### src/rtl/mem_bus_arbiter.sv
// Arbitrates one downstream memory port between icache refills and dcache accesses; grant-to-ack 1 cycle.
// One transaction at a time; m_req holds until m_addr_ok, beats may arrive with gaps, requests wait in IDLE.
module mem_bus_arbiter #(
  parameter int LINE_WORDS   = 8,
  parameter int STARVE_LIMIT = 4
) (
  input  logic        clk,
  input  logic        resetn,
  input  logic        ic_req,
  input  logic [31:0] ic_addr,
  output logic        ic_ack,
  output logic        ic_rvalid,
  output logic [31:0] ic_rdata,
  output logic        ic_done,
  input  logic        dc_req,
  input  logic        dc_wr,
  input  logic [31:0] dc_addr,
  input  logic [31:0] dc_wdata,
  input  logic [3:0]  dc_wstrb,
  output logic        dc_ack,
  output logic        dc_rvalid,
  output logic [31:0] dc_rdata,
  output logic        dc_done,
  output logic        m_req,
  output logic        m_wr,
  output logic [31:0] m_addr,
  output logic [31:0] m_wdata,
  output logic [3:0]  m_wstrb,
  output logic [3:0]  m_len,
  input  logic        m_addr_ok,
  input  logic        m_data_ok,
  input  logic [31:0] m_rdata
);

  typedef enum logic [1:0] {IDLE, ADDR, DATA} state_t;

  localparam logic [3:0] IC_LEN     = 4'(LINE_WORDS - 1);
  localparam logic [3:0] STARVE_MAX = 4'(STARVE_LIMIT);

  state_t      state_q;
  logic        owner_ic_q;
  logic [3:0]  beat_q, starve_q;
  logic        m_req_q, m_wr_q;
  logic [31:0] m_addr_q, m_wdata_q;
  logic [3:0]  m_wstrb_q, m_len_q;
  logic        ic_ack_q, ic_rvalid_q, ic_done_q;
  logic        dc_ack_q, dc_rvalid_q, dc_done_q;
  logic [31:0] ic_rdata_q, dc_rdata_q;

  logic        ic_win_d, dc_win_d, last_beat_d;
  logic [3:0]  starve_d;

  // Dcache normally wins; a saturated starvation count hands the port to a waiting icache.
  always_comb begin
    ic_win_d    = ic_req && (!dc_req || (starve_q == STARVE_MAX));
    dc_win_d    = dc_req && !ic_win_d;
    last_beat_d = (beat_q == m_len_q);
    starve_d    = starve_q;
    if (ic_win_d || (dc_win_d && !ic_req))
      starve_d = 4'd0;
    else if (dc_win_d)
      starve_d = (starve_q == STARVE_MAX) ? STARVE_MAX : starve_q + 4'd1;
  end

  always_ff @(posedge clk or negedge resetn) begin
    if (!resetn) begin
      state_q     <= IDLE;
      owner_ic_q  <= 1'b0;
      beat_q      <= 4'd0;
      starve_q    <= 4'd0;
      m_req_q     <= 1'b0;
      m_wr_q      <= 1'b0;
      m_addr_q    <= 32'd0;
      m_wdata_q   <= 32'd0;
      m_wstrb_q   <= 4'd0;
      m_len_q     <= 4'd0;
      ic_ack_q    <= 1'b0;
      ic_rvalid_q <= 1'b0;
      ic_done_q   <= 1'b0;
      ic_rdata_q  <= 32'd0;
      dc_ack_q    <= 1'b0;
      dc_rvalid_q <= 1'b0;
      dc_done_q   <= 1'b0;
      dc_rdata_q  <= 32'd0;
    end else begin
      ic_ack_q    <= 1'b0;
      dc_ack_q    <= 1'b0;
      ic_rvalid_q <= 1'b0;
      dc_rvalid_q <= 1'b0;
      ic_done_q   <= 1'b0;
      dc_done_q   <= 1'b0;
      case (state_q)
        IDLE: begin
          if (ic_win_d || dc_win_d) begin
            starve_q   <= starve_d;
            owner_ic_q <= ic_win_d;
            beat_q     <= 4'd0;
            m_req_q    <= 1'b1;
            state_q    <= ADDR;
            if (ic_win_d) begin
              m_addr_q  <= ic_addr;
              m_wr_q    <= 1'b0;
              m_wdata_q <= 32'd0;
              m_wstrb_q <= 4'd0;
              m_len_q   <= IC_LEN;
              ic_ack_q  <= 1'b1;
            end else begin
              m_addr_q  <= dc_addr;
              m_wr_q    <= dc_wr;
              m_wdata_q <= dc_wdata;
              m_wstrb_q <= dc_wstrb;
              m_len_q   <= 4'd0;
              dc_ack_q  <= 1'b1;
            end
          end
        end
        ADDR: begin
          // Early m_data_ok is a protocol violation and is dropped here.
          if (m_addr_ok) begin
            m_req_q <= 1'b0;
            state_q <= DATA;
          end
        end
        DATA: begin
          if (m_data_ok) begin
            beat_q <= beat_q + 4'd1;
            if (!m_wr_q) begin
              if (owner_ic_q) begin
                ic_rvalid_q <= 1'b1;
                ic_rdata_q  <= m_rdata;
              end else begin
                dc_rvalid_q <= 1'b1;
                dc_rdata_q  <= m_rdata;
              end
            end
            if (last_beat_d) begin
              ic_done_q <= owner_ic_q;
              dc_done_q <= !owner_ic_q;
              state_q   <= IDLE;
            end
          end
        end
        default: state_q <= IDLE;
      endcase
    end
  end

  assign ic_ack    = ic_ack_q;
  assign ic_rvalid = ic_rvalid_q;
  assign ic_rdata  = ic_rdata_q;
  assign ic_done   = ic_done_q;
  assign dc_ack    = dc_ack_q;
  assign dc_rvalid = dc_rvalid_q;
  assign dc_rdata  = dc_rdata_q;
  assign dc_done   = dc_done_q;
  assign m_req     = m_req_q;
  assign m_wr      = m_wr_q;
  assign m_addr    = m_addr_q;
  assign m_wdata   = m_wdata_q;
  assign m_wstrb   = m_wstrb_q;
  assign m_len     = m_len_q;

endmodule

### config.mk
export PLATFORM = sky130hd
export DESIGN_NAME = mem_bus_arbiter
export DESIGN_NICKNAME = d
export VERILOG_FILES = /design/src/rtl/mem_bus_arbiter.sv
export SDC_FILE = /design/constraint.sdc
export NUM_CORES = 1
export LEC_CHECK = 0
export CORE_UTILIZATION = 25
export DETAILED_ROUTE_END_ITERATION = 16
export PLACE_DENSITY = 0.54
export SLEW_MARGIN = 20
export SYNTH_ARGS = -nofsm -noshare
export SYNTH_HDL_FRONTEND = slang
export SYNTH_SLANG_ARGS = --single-unit
### constraint.sdc
create_clock -name clk -period 1.75 [get_ports clk]
set_input_delay 0.525 -clock clk [delete_from_list [all_inputs] [get_ports clk]]
set_output_delay 0.525 -clock clk [all_outputs]
set_load 0.01 [all_outputs]
==> out/qor.csv <==
stage,metric,value,unit
status,status,"finished, final reports clean",
critical_path,r2r_slack,0.05,ns
clock_network,clock_sinks,151,
synthesis,synth.net_count,672,
clock_network,cts-buffers-inserted,17,
synthesis,synth_edf_count,0,
sta,fin_ws,0.05166,ns
finish,nNetsFinal,965,
critical_path,reg2reg_to,dc_rdata[24],
critical_path,path_buf_inv,4,
sta,period_needed,1.698,ns
sta,holdWs,0.4810,ns
pwr,netSwitchingPower,5.745,mW
critical_path,start_kind,flip-flop,
pwr,peakVddDrop,520.6,uV
critical_path,r2r_cells,6,
synthesis,ys_seq_elements,151,
pwr,power.density,1560,nW/um^2
pwr,power.share.switching,0.3497,
sta,slew_violations,0,
route,wl_per_cell,17.77,microns
finish,drive_gt1_frac,0.1734,
clock_network,tritoncts,built,
clock_network,clockRootBuffer,clkbuf_16,
sta,fmax,588.8,MHz
clock_network,clk_latency,0.42,ns
critical_path,end_kind,flip-flop,
route,via_count,5395,
synthesis,synthSimpleGateAreaFrac,0.1169,
pwr,combPwrFrac,0.429,
route,drc,0,
critical_path,cp_top_family,buffers and inverters,
synthesis,postSynthAreaPerCell,12.50,sq um
worst_hold_path,whs_path_depth,1,
pwr,leakagePower,5.012,nW
synthesis,synth_cells,530,
grt,antenna_found_initial,0,
grt,grt_pass1_vias,5545,
place,numPortBuffers,281,
finish,fin_util,0.4042,
die,core_area,26060,sq um
grt,grt_pass1_wl,32.00,mm
die,die-area,27160,sq um
synthesis,synth_top_family_by_area,multiplexers,
pwr,power.internal,10.68,mW
synthesis,synthArstFlopShare,1.000,
route,ant_nets,0,
flow_run,max_cap_viol_count,0,
synthesis,ys.flop_type,dfrtp_1,
clock_network,htreeDepth,4,
synthesis,ys_warn_count,0,
place,place.detailed.hpwl,14.27,mm
place,post-place-ws,-0.4418,ns
synthesis,synth.area.mux_share,0.1326,
route,viasPerCell,4.603,
critical_path,path_class,flip-flop to flip-flop,
route,drt-initial-drc-count,281,
finish,layout_commonest_cell,dfrtp_1,
die,initial_utilization,0.2543,
worst_hold_path,min-delay-start,m_wdata[5],
place,gp_congestion,0.7309,
critical_path,cp_cell_sequence,"buf_4, buf_4, nor3_4, buf_4, buf_12, mux2_2",
synthesis,syn_area,6626,sq um
pwr,p_seq_frac,0.352,
die,die-height,164.8,microns
clock_network,cts.clk_slew.worst_paths,0.07,ns
critical_path,slowest_delay,0.44,ns
sta,fin_skew,0.01147,ns
synthesis,synth-compound-area-share,0.1076,
die,die_x,164.8,microns
pwr,clkPwrFrac,0.219,
critical_path,cpMostUsedCell,buf_4,
synthesis,synth_xor_area_frac,0.002644,
critical_path,worst_r2r_startpoint,m_len[1],
worst_hold_path,hp-class,flip-flop to flip-flop,
die,rows,59,
die,boundaryPins,283,
route,firstDrtPassIters,4,
synthesis,synth_cell_types,42,
critical_path,worstPathArrival,2.00,ns
route,routed_wl,20.83,mm
synthesis,yosysSeqAreaShare,0.5702,
critical_path,cpMaxStageDelayCell,dfrtp_2,
synthesis,synthAdderAreaFrac,0.005665,
worst_hold_path,whs_endpoint,m_wdata[5],
grt,grt-ovfl-total,0,
finish,area_delta_synth_final,58.95,%
grt,grt_max_degree,53,
sta,period_share,0.9705,
finish,layout_common_cells,"dfrtp_1, dlygate4sd2_1, clkdlybuf4s50_1, nand3_1, mux2_4",
sta,hold_viol,0,
sta,setup_viol,0,
clock_network,cts_buffer_depth,2,
grt,track_usage,0.1543,
critical_path,cp_max_fo,15,
critical_path,critPathRequiredTime,2.05,ns
registers in the layout, indices dropped and copies added (netlist names):
| signal | count |
|---|---|
| ic_rdata | 32 |
| m_wdata | 32 |
| m_addr | 32 |
| state_q | 2 |
| m_req | 1 |
| beat_q | 4 |
| dc_rvalid | 1 |
| dc_rdata | 32 |
| starve_q | 4 |
| ic_ack | 1 |
| ic_done | 1 |
| ic_rvalid | 1 |
| m_wr | 1 |
| dc_done | 1 |
| dc_ack | 1 |
| m_wstrb | 4 |
| m_len | 1 |
power by group through the flow:
stage	clock network [mW]	registers, mW	logic [mW]
3_5_place_dp	0	5.87	8.11
5_1_grt	3.89	6.02	7.66
4_1_cts	3.73	5.80	7.12
6_report	3.59	5.79	7.05
2_1_floorplan	0	6.51	2.95
3_3_place_gp	0	5.90	8.04
stage by stage:
| stage | TNS (ns) | cell area, sq um | total power [mW] | instances |
|---|---|---|---|---|
| global route | -0.02763 | 10530 | 17.57 | 1171 |
| finish | 0 | 10530 | 16.43 | 1172 |
| global placement | -44.40 | 10050 | 13.94 | 1133 |
| CTS | 0 | 10460 | 16.65 | 1167 |
| detailed placement | -45.53 | 10050 | 13.99 | 1133 |
| floorplan | 0 | 6626 | 9.466 | 530 |
cell usage after synthesis, types with 6 or more instances:
master       n  area share
mux2_4      39       0.088
buf_2       20       0.015
mux2_1       8       0.014
buf_1        8      0.0045
mux2_2      18       0.031
nand4_1     33       0.031
buf_6        6       0.010
o2bb2ai_1   38       0.050
clkbuf_1    14      0.0079
inv_1       36       0.020
o221ai_1    32       0.042
dfrtp_1    151        0.57
nand3_1     71       0.054
worst register-to-register path, stage by stage, from the launching register on:
cell     delay, ns
dfrtp_2       0.44
buf_4         0.15
buf_4         0.16
nor3_4        0.19
buf_4         0.15
buf_12        0.15
mux2_2        0.36
repair_timing:
item / in CTS / in global routing
endpoints found under the setup margin: 143 / 68
endpoints found under the hold margin: 25 / 0
cloned: 0 / 2
hold buffers: 1 / 0
resized for setup: 144 / 5
buffers inserted: 1 / 2
pin swaps: 0 / 2
worst max path at each step:
stage | slack (ns) | cells past startpoint | start | end
after floorplan | 0.15 | 6 | dc_req | state_q[0]
after global placement | -0.42 | 5 | m_data_ok | ic_rdata[24]
after detailed placement | -0.44 | 5 | m_data_ok | dc_rdata[20]
after CTS | 0.008 | 5 | m_len[1] | dc_rdata[20]
after global routing | -0.008 | 6 | m_len[1] | dc_rdata[22]
final | 0.05 | 6 | m_len[1] | dc_rdata[24]
logic make-up after synthesis:
| group | after synthesis |
|---|---|
| buffers and inverters | 89 |
| XOR/XNOR | 2 |
| adder cells (fa/ha/maj) | 3 |
| multiplexers | 65 |
| AO/OA/AOI/OAI | 85 |
| other | 1 |
| flip-flops | 151 |
| AND/OR/NAND/NOR | 134 |
per-layer routing:
layer / vias to the layer above / track usage / wire length (microns)
met5: - / 0 / 0
met4: 0 / 0.05171 / 272
met3: 17 / 0.03968 / 1055
met2: 143 / 0.2534 / 10440
met1: 2679 / 0.1960 / 9060
li1: 2556 / - / -
area by class of cell:
class                           count  area (sq um)
Fill cell                        2583         15530
Multi-Input combinational cell    290          2441
Antenna cell                        1         2.502
Timing Repair Buffer              327          3189
Tap cell                          335         419.2
Clock inverter                     14         135.1
Inverter                           36         135.1
Sequential cell                   151          3781
Clock buffer                       18         429.2
No activity file was read; power rests on OpenSTA's default activity.
